[src/rtl/io_port_pkg.sv]
// Shared constants and address decode for the io_port_bank peripheral.
// Each channel occupies a 16-byte window holding four word registers.
package io_port_pkg;

    localparam logic [3:0]  OFF_OUT    = 4'h0;
    localparam logic [3:0]  OFF_IN     = 4'h4;
    localparam logic [3:0]  OFF_IRQ_EN = 4'h8;
    localparam logic [3:0]  OFF_FLAG   = 4'hC;
    localparam int unsigned CH_STRIDE  = 32'h10;

    typedef enum logic [1:0] {
        REG_OUT    = OFF_OUT[3:2],
        REG_IN     = OFF_IN[3:2],
        REG_IRQ_EN = OFF_IRQ_EN[3:2],
        REG_FLAG   = OFF_FLAG[3:2]
    } reg_sel_e;

    typedef struct packed {
        logic [27:0] ch;
        reg_sel_e    sel;
    } addr_dec_t;

    // Byte address -> channel index and word register; bits [1:0] are dropped.
    function automatic addr_dec_t decode_addr(input logic [31:0] a);
        addr_dec_t d;
        d.ch  = 28'(a / CH_STRIDE);
        d.sel = reg_sel_e'(a[3:2]);
        return d;
    endfunction

endpackage

[src/rtl/io_sync_edge.sv]
// Per-channel input conditioning: multi-stage synchroniser, previous-value
// register and rising-edge pulse (rise = sync & ~prev).
module io_sync_edge #(
    parameter int WIDTH       = 16,
    parameter int SYNC_STAGES = 2
) (
    input  logic             CLK,
    input  logic             RESET_N,
    input  logic [WIDTH-1:0] i_din,
    output logic [WIDTH-1:0] o_sync,
    output logic [WIDTH-1:0] o_rise
);

    logic [WIDTH-1:0] r_chain [SYNC_STAGES];
    logic [WIDTH-1:0] r_prev;

    // NOTE: non-blocking assignments let every stage sample the old value of
    // its predecessor, which is what makes this a shift chain and not a wire.
    always_ff @(posedge CLK or negedge RESET_N) begin
        if (!RESET_N) begin
            for (int s = 0; s < SYNC_STAGES; s++) begin
                r_chain[s] <= '0;
            end
            r_prev <= '0;
        end else begin
            r_chain[0] <= i_din;
            for (int s = 1; s < SYNC_STAGES; s++) begin
                r_chain[s] <= r_chain[s-1];
            end
            r_prev <= r_chain[SYNC_STAGES-1];
        end
    end

    assign o_sync = r_chain[SYNC_STAGES-1];
    assign o_rise = o_sync & ~r_prev;

endmodule

[src/rtl/io_port_bank.sv]
// Memory-mapped parallel I/O bank: per-channel OUT / IN / IRQ_EN / FLAG
// registers, sticky write-1-to-clear edge flags and one level interrupt.
module io_port_bank
    import io_port_pkg::*;
#(
    parameter int WIDTH       = 16,
    parameter int CHANNELS    = 2,
    parameter int SYNC_STAGES = 2,
    parameter int ADDR_W      = 8
) (
    input  logic                      CLK,
    input  logic                      RESET_N,
    input  logic [ADDR_W-1:0]         addr,
    input  logic [31:0]               wdata,
    input  logic                      we,
    output logic [31:0]               rdata,
    input  logic [CHANNELS*WIDTH-1:0] DIN,
    output logic [CHANNELS*WIDTH-1:0] DOUT,
    output logic                      irq
);

    addr_dec_t           w_dec;
    logic [WIDTH-1:0]    w_wdata;
    logic [WIDTH-1:0]    w_sync  [CHANNELS];
    logic [WIDTH-1:0]    w_rise  [CHANNELS];
    logic [WIDTH-1:0]    w_clr   [CHANNELS];
    logic [CHANNELS-1:0] w_wr;
    logic [CHANNELS-1:0] w_ch_irq;
    logic                w_unused;

    logic [WIDTH-1:0] r_out    [CHANNELS];
    logic [WIDTH-1:0] r_irq_en [CHANNELS];
    logic [WIDTH-1:0] r_flag   [CHANNELS];

    assign w_dec    = decode_addr(32'(addr));
    assign w_wdata  = wdata[WIDTH-1:0];
    assign w_unused = ^{wdata, addr[1:0]};

    // Channel indices past CHANNELS match no w_wr bit, so those writes vanish.
    for (genvar c = 0; c < CHANNELS; c++) begin : g_ch
        io_sync_edge #(
            .WIDTH       (WIDTH),
            .SYNC_STAGES (SYNC_STAGES)
        ) u_sync_edge (
            .CLK     (CLK),
            .RESET_N (RESET_N),
            .i_din   (DIN[c*WIDTH +: WIDTH]),
            .o_sync  (w_sync[c]),
            .o_rise  (w_rise[c])
        );

        assign w_wr[c]     = we && (w_dec.ch == 28'(c));
        assign w_clr[c]    = (w_wr[c] && w_dec.sel == REG_FLAG) ? w_wdata : '0;
        assign DOUT[c*WIDTH +: WIDTH] = r_out[c];
        assign w_ch_irq[c] = |(r_flag[c] & r_irq_en[c]);
    end

    assign irq = |w_ch_irq;

    // NOTE: these register arrays are small flop banks, not RAM, so every
    // entry is reset; that is what drives DOUT and irq low asynchronously.
    always_ff @(posedge CLK or negedge RESET_N) begin
        if (!RESET_N) begin
            for (int c = 0; c < CHANNELS; c++) begin
                r_out[c]    <= '0;
                r_irq_en[c] <= '0;
                r_flag[c]   <= '0;
            end
        end else begin
            for (int c = 0; c < CHANNELS; c++) begin
                if (w_wr[c] && w_dec.sel == REG_OUT) begin
                    r_out[c] <= w_wdata;
                end
                if (w_wr[c] && w_dec.sel == REG_IRQ_EN) begin
                    r_irq_en[c] <= w_wdata;
                end
                // Set beats clear: an edge arriving with its own clear survives.
                r_flag[c] <= (r_flag[c] & ~w_clr[c]) | w_rise[c];
            end
        end
    end

    // NOTE: rdata gets its default before any branch so no path leaves it
    // unassigned and no latch is inferred.
    always_comb begin
        rdata = '0;
        for (int c = 0; c < CHANNELS; c++) begin
            if (w_dec.ch == 28'(c)) begin
                case (w_dec.sel)
                    REG_OUT:    rdata = 32'(r_out[c]);
                    REG_IN:     rdata = 32'(w_sync[c]);
                    REG_IRQ_EN: rdata = 32'(r_irq_en[c]);
                    REG_FLAG:   rdata = 32'(r_flag[c]);
                    default:    rdata = '0;
                endcase
            end
        end
    end

endmodule

[config.mk]
export PLATFORM = sky130hd
export DESIGN_NAME = io_port_bank
export DESIGN_NICKNAME = d
export VERILOG_FILES = /design/src/rtl/io_port_pkg.sv /design/src/rtl/io_sync_edge.sv /design/src/rtl/io_port_bank.sv
export SDC_FILE = /design/constraint.sdc
export NUM_CORES = 1
export LEC_CHECK = 0
export ABC_CLOCK_PERIOD_IN_PS = 3100
export BUFFER_PORTS_ARGS = -buffer_cell sky130_fd_sc_hd__buf_2
export CORE_MARGIN = 1.5
export CORE_UTILIZATION = 50
export CTS_BUF_LIST = sky130_fd_sc_hd__clkbuf_8
export CTS_CLUSTER_DIAMETER = 120
export DETAILED_ROUTE_END_ITERATION = 12
export HOLD_SLACK_MARGIN = 0.15
export MAX_ROUTING_LAYER = met4
export PLACE_DENSITY = 0.83
export SYNTH_ARGS = -nofsm -noshare
export SYNTH_HDL_FRONTEND = slang
export SYNTH_SLANG_ARGS = --single-unit
export TNS_END_PERCENT = 1
[constraint.sdc]
create_clock -name CLK -period 3.1 [get_ports CLK]
set_input_delay 0.155 -clock CLK [delete_from_list [all_inputs] [get_ports CLK]]
set_output_delay 0.155 -clock CLK [all_outputs]
set_load 0.01 [all_outputs]
==> results.sh, run 1 <==
export IMPL_status="complete, no violations"
export IMPL_rsz0062_at_grt="false"
export IMPL_wl_um=17280
export IMPL_synth_cell_types=23
export IMPL_die_y_um=125.5
export IMPL_die_area_mm2=0.01576
export IMPL_clk_path_buf_depth=2
export IMPL_hold_class="input pin to asynchronous set/reset pin"
export IMPL_regToRegSetupSlack_ps=2280
export IMPL_post_route_min_period_ps=2270
export IMPL_grt_pass1_vias=5047
export IMPL_setup_violations=0
export IMPL_grtUsageTotal_pct=23.91
export IMPL_hold_viol=0
export IMPL_wl_per_cell_um=20.48
export IMPL_synth_top_cell_area_share_pct=64.00
export IMPL_coreArea_mm2=0.01459
export IMPL_ant_nets=0
export IMPL_routabilityCongestion=0.8639
export IMPL_area_growth_pct=21.45
export IMPL_clk_pin_slew_ps=90
export IMPL_fmax_ghz=0.4406
export IMPL_syn_area_mm2=0.007507
export IMPL_crit_type="flip-flop to output pin"
export IMPL_cts_tree="yes"
export IMPL_cts_sinks=192
export IMPL_first_pass_iters=7
export IMPL_route_vias_total=4917
export IMPL_synth_avg_cell_area_um2=15.42
export IMPL_end_kind="output pin"
export IMPL_synth_common_cells="192 x dfrtp_1, 64 x o21ai_0, 44 x mux2_2, 32 x inv_1, 32 x mux4_2"
export IMPL_peakVddDrop_uv=330.8
export IMPL_cts_made_buffers=17
export IMPL_relSlewSlack_pct=46.63
export IMPL_synth_area_leaders="dfrtp_1 64%, mux4_2 9.6%, mux2_2 6.6%"
export IMPL_synth_edf_count=0
export IMPL_synth_flop_cell="dfrtp_1"
export IMPL_htree_levels=4
export IMPL_synth_seq_cells=192
export IMPL_fin_crit_sh_pct=73.22
export IMPL_nets=722
export IMPL_routed_via_density=5.826
export IMPL_drv_slew=0
export IMPL_p_leak_nw=4.183
export IMPL_drt_iter0_drc=408
export IMPL_yosysWarnings=0
export IMPL_io_buffers=105
export IMPL_async_flop_share_pct=100.0
export IMPL_synth_most_common_cell="dfrtp_1"
export IMPL_worst_pin_slew_ps=800.6
export IMPL_worst_ep_required_time_ps=2940
export IMPL_grt_pass1_wl_um=27810
export IMPL_pin_count=140
export IMPL_setup_tns_ps=0
export IMPL_die_w_um=125.5
export IMPL_p_per_area_mw_per_mm2=564.2
export IMPL_cts_root_buffer="clkbuf_8"
export IMPL_yosysSeqAreaShare_pct=64.00
export IMPL_layout_drive_gt1_share_pct=37.88
export IMPL_antenna_found_initial=0
export IMPL_worstSetupStartpointType="flip-flop"
export IMPL_cp_max_fo=3
export IMPL_postSynthCellCount=487
export IMPL_synth_largest_area_cell="dfrtp_1"
export IMPL_grt_max_degree=86
export IMPL_crit_arrival_ps=2110
export IMPL_cap_violations=0
export IMPL_worstSkewPairLatency_ps=460
export IMPL_rows=44
export IMPL_drc=0
export IMPL_whs_ps=274.9
export IMPL_dp_hpwl_um=11260
export IMPL_antennaDiodeCount=0
export IMPL_initial_core_util_pct=51.46
export IMPL_overflow=0
export IMPL_finalClockSkew_ps=9.394
==> where the power goes <==
group | switching [mW] | internal [mW] | total, mW
Clock | 0.844 | 0.838 | 1.68
Sequential | 0.138 | 2.68 | 2.82
Combinational | 0.290 | 0.352 | 0.642
Total | 1.27 | 3.87 | 5.14
==> cell families after synthesis <==
group / count (synthesis) / synth area share (%)
buffers and inverters: 71 / 4.900
AND/OR/NAND/NOR: 31 / 3.116
flip-flops: 192 / 64.00
multiplexers: 96 / 20.20
other: 1 / 0.04995
AO/OA/AOI/OAI: 96 / 7.733
==> worst paths after layout <==
check,start,to,cells after the start
worst max register to register,r_irq_en[27]$_DFFE_PN0P_,r_irq_en[27]$_DFFE_PN0P_,1
worst min-delay path,RESET_N,g_ch[0].u_sync_edge.r_prev[15]$_DFF_PN0_,2
worst max-delay path,r_irq_en[29]$_DFFE_PN0P_,irq,4
min in group CLK,we,r_flag[8]$_DFF_PN0_,4
max in group asynchronous,RESET_N,g_ch[0].u_sync_edge.r_chain[21]$_DFF_PN0_,3
worst min register to register,g_ch[0].u_sync_edge.r_chain[31]$_DFF_PN0_,g_ch[0].u_sync_edge.o_sync[15]$_DFF_PN0_,0
==> routing by layer <==
| metal | part of all wire (%) | GRT usage, % | wire [µm] | vias to the layer above |
|---|---|---|---|---|
| li1 | - | - | - | 2075 |
| met1 | 39 | 30.95 | 6809 | 2519 |
| met4 | 3.5 | 10.90 | 597 | 0 |
| met2 | 49 | 35.87 | 8488 | 273 |
| met3 | 8.0 | 6.076 | 1386 | 50 |
| met5 | 0 | - | 0 | - |
==> worst max-delay path, cell delays in order, from the launching register on <==
cell and delay, ps:
dfrtp_1 430, a22oi_1 270, nand4_1 180, or4_1 610, buf_2 180
==> cell type report <==
cell class	instances	area [µm²]
Clock inverter	13	162.7
Timing Repair Buffer	165	1130
Clock buffer	19	261.5
Fill cell	1036	5472
Tap cell	184	230.2
Inverter	32	120.1
Sequential cell	192	4805
Multi-Input combinational cell	239	2409
==> repair_timing <==
action                                 4_1_cts  5_1_grt
endpoints found under the hold margin      201        0
buffers inserted                             0        0
resized for setup                            0        0
setup endpoints to repair                    0        0
hold buffers                                49        0
==> flip-flops by register name, indices dropped and copies added, names as in the netlist <==
| name | cells |
|---|---|
| r_irq_en | 32 |
| g_ch.u_sync_edge.r_chain | 32 |
| r_flag | 32 |
| DOUT | 32 |
| g_ch.u_sync_edge.o_sync | 32 |
| g_ch.u_sync_edge.r_prev | 32 |
==> per-stage QoR <==
step / power, mW / setup WS (ps) / cells / util [%] / area [µm²]
4_1_cts: 5.174 / 857.0 / 844 / 62.50 / 9117
2_1_floorplan: 3.187 / 1351 / 502 / - / 7564
3_3_place_gp: 3.423 / 878.1 / 763 / 56.23 / 8203
3_5_place_dp: 3.457 / 845.0 / 763 / 56.23 / 8203
6_report: 5.144 / 830.2 / 844 / 62.50 / 9117
5_1_grt: 5.356 / 782.4 / 844 / 62.50 / 9117
==> layout by cell type (no fill, tap or decap), types with 3 or more instances in the layout <==
master,n
dfrtp_1,192
buf_2,104
o21ai_0,64
dlygate4sd3_1,49
mux2_2,44
mux4_2,32
inv_1,32
nand4_1,20
mux2_4,20
clkbuf_8,19
a22o_1,16
a22oi_1,16
conb_1,16
buf_4,9
clkinvlp_4,6
bufinv_16,3
Note: power is estimated with default switching activity, not from simulation.
==> run 2, diff against run 1 <==
ABC_CLOCK_PERIOD_IN_PS = 2100   (was 3100)
clock period = 2.1 ns   (was 3.1 ns; I/O delays follow)
==> results.sh, run 2 (same netlist as run 1, synthesis figures left out) <==
export IMPL_setup_violations=0
export IMPL_cts_tree="yes"
export IMPL_wl_per_cell_um=20.02
export IMPL_ff_latch_area_mm2=0.004805
export IMPL_grt_pass1_vias=5041
export IMPL_mostFrequentLayoutCell="dfrtp_1"
export IMPL_peakVddDrop_uv=426.0
export IMPL_whs_ps=182.1
export IMPL_fin_crit_sh_pct=97.97
export IMPL_coreArea_mm2=0.01459
export IMPL_use_met2_pct=36.41
export IMPL_hold_class="input pin to asynchronous set/reset pin"
export IMPL_dpl_instance_area_mm2=0.008280
export IMPL_die_area_mm2=0.01576
export IMPL_cp_max_fo=3
export IMPL_cp_num_buf_inv=1
export IMPL_finish_utilization_pct=63.22
export IMPL_worstSetupStartpointType="flip-flop"
export IMPL_fill_cells=1010
export IMPL_grtUsageTotal_pct=23.39
export IMPL_hold_viol=0
export IMPL_area_growth_pct=22.85
export IMPL_setup_ws_ps=42.68
export IMPL_worstSkewPairLatency_ps=460
export IMPL_reg2reg_from="r_flag[31]$_DFF_PN0_"
export IMPL_status="complete, no violations"
export IMPL_multi_input_area_mm2=0.002452
export IMPL_antenna_found_initial=0
export IMPL_overflow=0
export IMPL_layout_drive_gt1_share_pct=39.19
export IMPL_ant_nets=0
export IMPL_cts_root_buffer="clkbuf_8"
export IMPL_crit_type="flip-flop to output pin"
export IMPL_drv_slew=0
export IMPL_end_kind="output pin"
export IMPL_clk_path_buf_depth=2
export IMPL_r2r_worst_path_cells=2
export IMPL_rows=44
export IMPL_finalClockSkew_ps=10.18
export IMPL_initial_core_util_pct=51.46
export IMPL_design_power_total_mw=7.509
export IMPL_p_per_area_mw_per_mm2=814.2
export IMPL_worstSetupPathDepth=4
export IMPL_crit_arrival_ps=1950
export IMPL_grtUsageMet3_pct=5.648
export IMPL_worst_ep_required_time_ps=2000
export IMPL_grt_max_degree=62
export IMPL_path_cells="a22oi_2, nand4_1, or4_4, buf_6"
export IMPL_route_vias_total=4880
export IMPL_first_pass_iters=5
export IMPL_fmax_ghz=0.4861
export IMPL_fin_area_mm2=0.009223
export IMPL_worst_pin_slew_ps=608.1
export IMPL_final_cell_mix="192 x dfrtp_1, 103 x buf_2, 64 x o21ai_0, 50 x dlygate4sd3_1, 44 x mux2_2"
export IMPL_cp_top_family="simple AND/OR/NAND/NOR gates"
export IMPL_cts_sinks=192
export IMPL_place_ws_ps=210.1
export IMPL_wl_um=17020
export IMPL_drc=0
export IMPL_die_w_um=125.5
export IMPL_dp_hpwl_um=11430
export IMPL_grt_pass1_wl_um=27260
export IMPL_relSlewSlack_pct=59.32
export IMPL_drt_iter0_drc=350
export IMPL_met1_usage_pct=29.63
export IMPL_setup_worst_path_start="r_flag[25]$_DFF_PN0_"
export IMPL_pin_count=140
export IMPL_antennaDiodeCount=0
export IMPL_cp_slowest_cell="or4_4"
export IMPL_io_buffers=105
export IMPL_clk_pin_slew_ps=80
export IMPL_htree_levels=4
export IMPL_nets=730
export IMPL_post_route_min_period_ps=2057
export IMPL_cp_endpoint="irq"
export IMPL_p_leak_nw=4.252
export IMPL_routabilityCongestion=0.8935
export IMPL_die_y_um=125.5
export IMPL_cap_violations=0
export IMPL_regToRegSetupSlack_ps=1270
export IMPL_critPathMaxStageDelay_ps=530
export IMPL_r2r_end="r_flag[31]$_DFF_PN0_"
export IMPL_busiest_layer="met2"
export IMPL_routed_via_density=5.741
export IMPL_cts_made_buffers=17
run 2: cell count changes in the layout (fill, tap and decap cells not counted), sizes merged:
cell,before,now
bufinv,3,2
inv,32,35
buf,116,123
clkinvlp,6,1
clkbuf,19,22
dlygate4sd3,49,50
clkinv,4,2
run 2: how the worst min path moves through the flow:
stage | startpoint | endpoint | slack (ps)
floorplan | RESET_N | DOUT[0]$_DFFE_PN0P_ | -190
finish | RESET_N | g_ch[0].u_sync_edge.r_chain[16]$_DFF_PN0_ | 180
detailed placement | RESET_N | g_ch[0].u_sync_edge.r_chain[28]$_DFF_PN0_ | 120
global route | RESET_N | g_ch[1].u_sync_edge.r_chain[18]$_DFF_PN0_ | 220
global placement | RESET_N | g_ch[0].u_sync_edge.r_chain[28]$_DFF_PN0_ | 110
CTS | RESET_N | g_ch[1].u_sync_edge.o_sync[0]$_DFF_PN0_ | 170
run 2: layout make-up:
class                   instances  share of cell area (%)
clock buffers                  22                   3.283
clock inverters                 8                  0.9632
inverters                      32                   1.302
multi-input cells             239                   26.59
flip-flops and latches        192                   52.10
well taps                     184                   2.496
repair buffers                173                   13.27
run 2: what timing repair did:
item / 4_1_cts / 5_1_grt
buffers inserted: 0 / 0
hold endpoints to repair: 320 / 0
hold buffers: 50 / 0
pin swaps: 0 / 2
setup endpoints to repair: 1 / 1
gates resized for setup: 5 / 5
run 2: through the flow:
stage               std cells  TNS (ps)
floorplan                 502         0
global placement          770         0
detailed placement        770         0
CTS                       850         0
global route              850    -6.981
finish                    850         0
run 2: worst reg2reg max path, delay by kind of cell (launching register included):
| family | cells | cell delay [ps] |
|---|---|---|
| flip-flops | 1 | 410 |
| AO/OA/AOI/OAI | 2 | 280 |
run 2: power by group:
group          switching [mW]  total [mW]  internal (mW)  leakage [nW]
Combinational           0.423       0.968          0.545          1.79
Sequential              0.214        4.17           3.96          2.25
Clock                    1.18        2.37           1.19         0.210
Total                    1.82        7.51           5.69          4.25
run 2: per-layer routing:
layer  up-vias  share of wire (%)
met1      2505                 42
met2       251                 49
li1       2082                  -
met4         0                2.7
met3        42                6.4
met5         -                  0
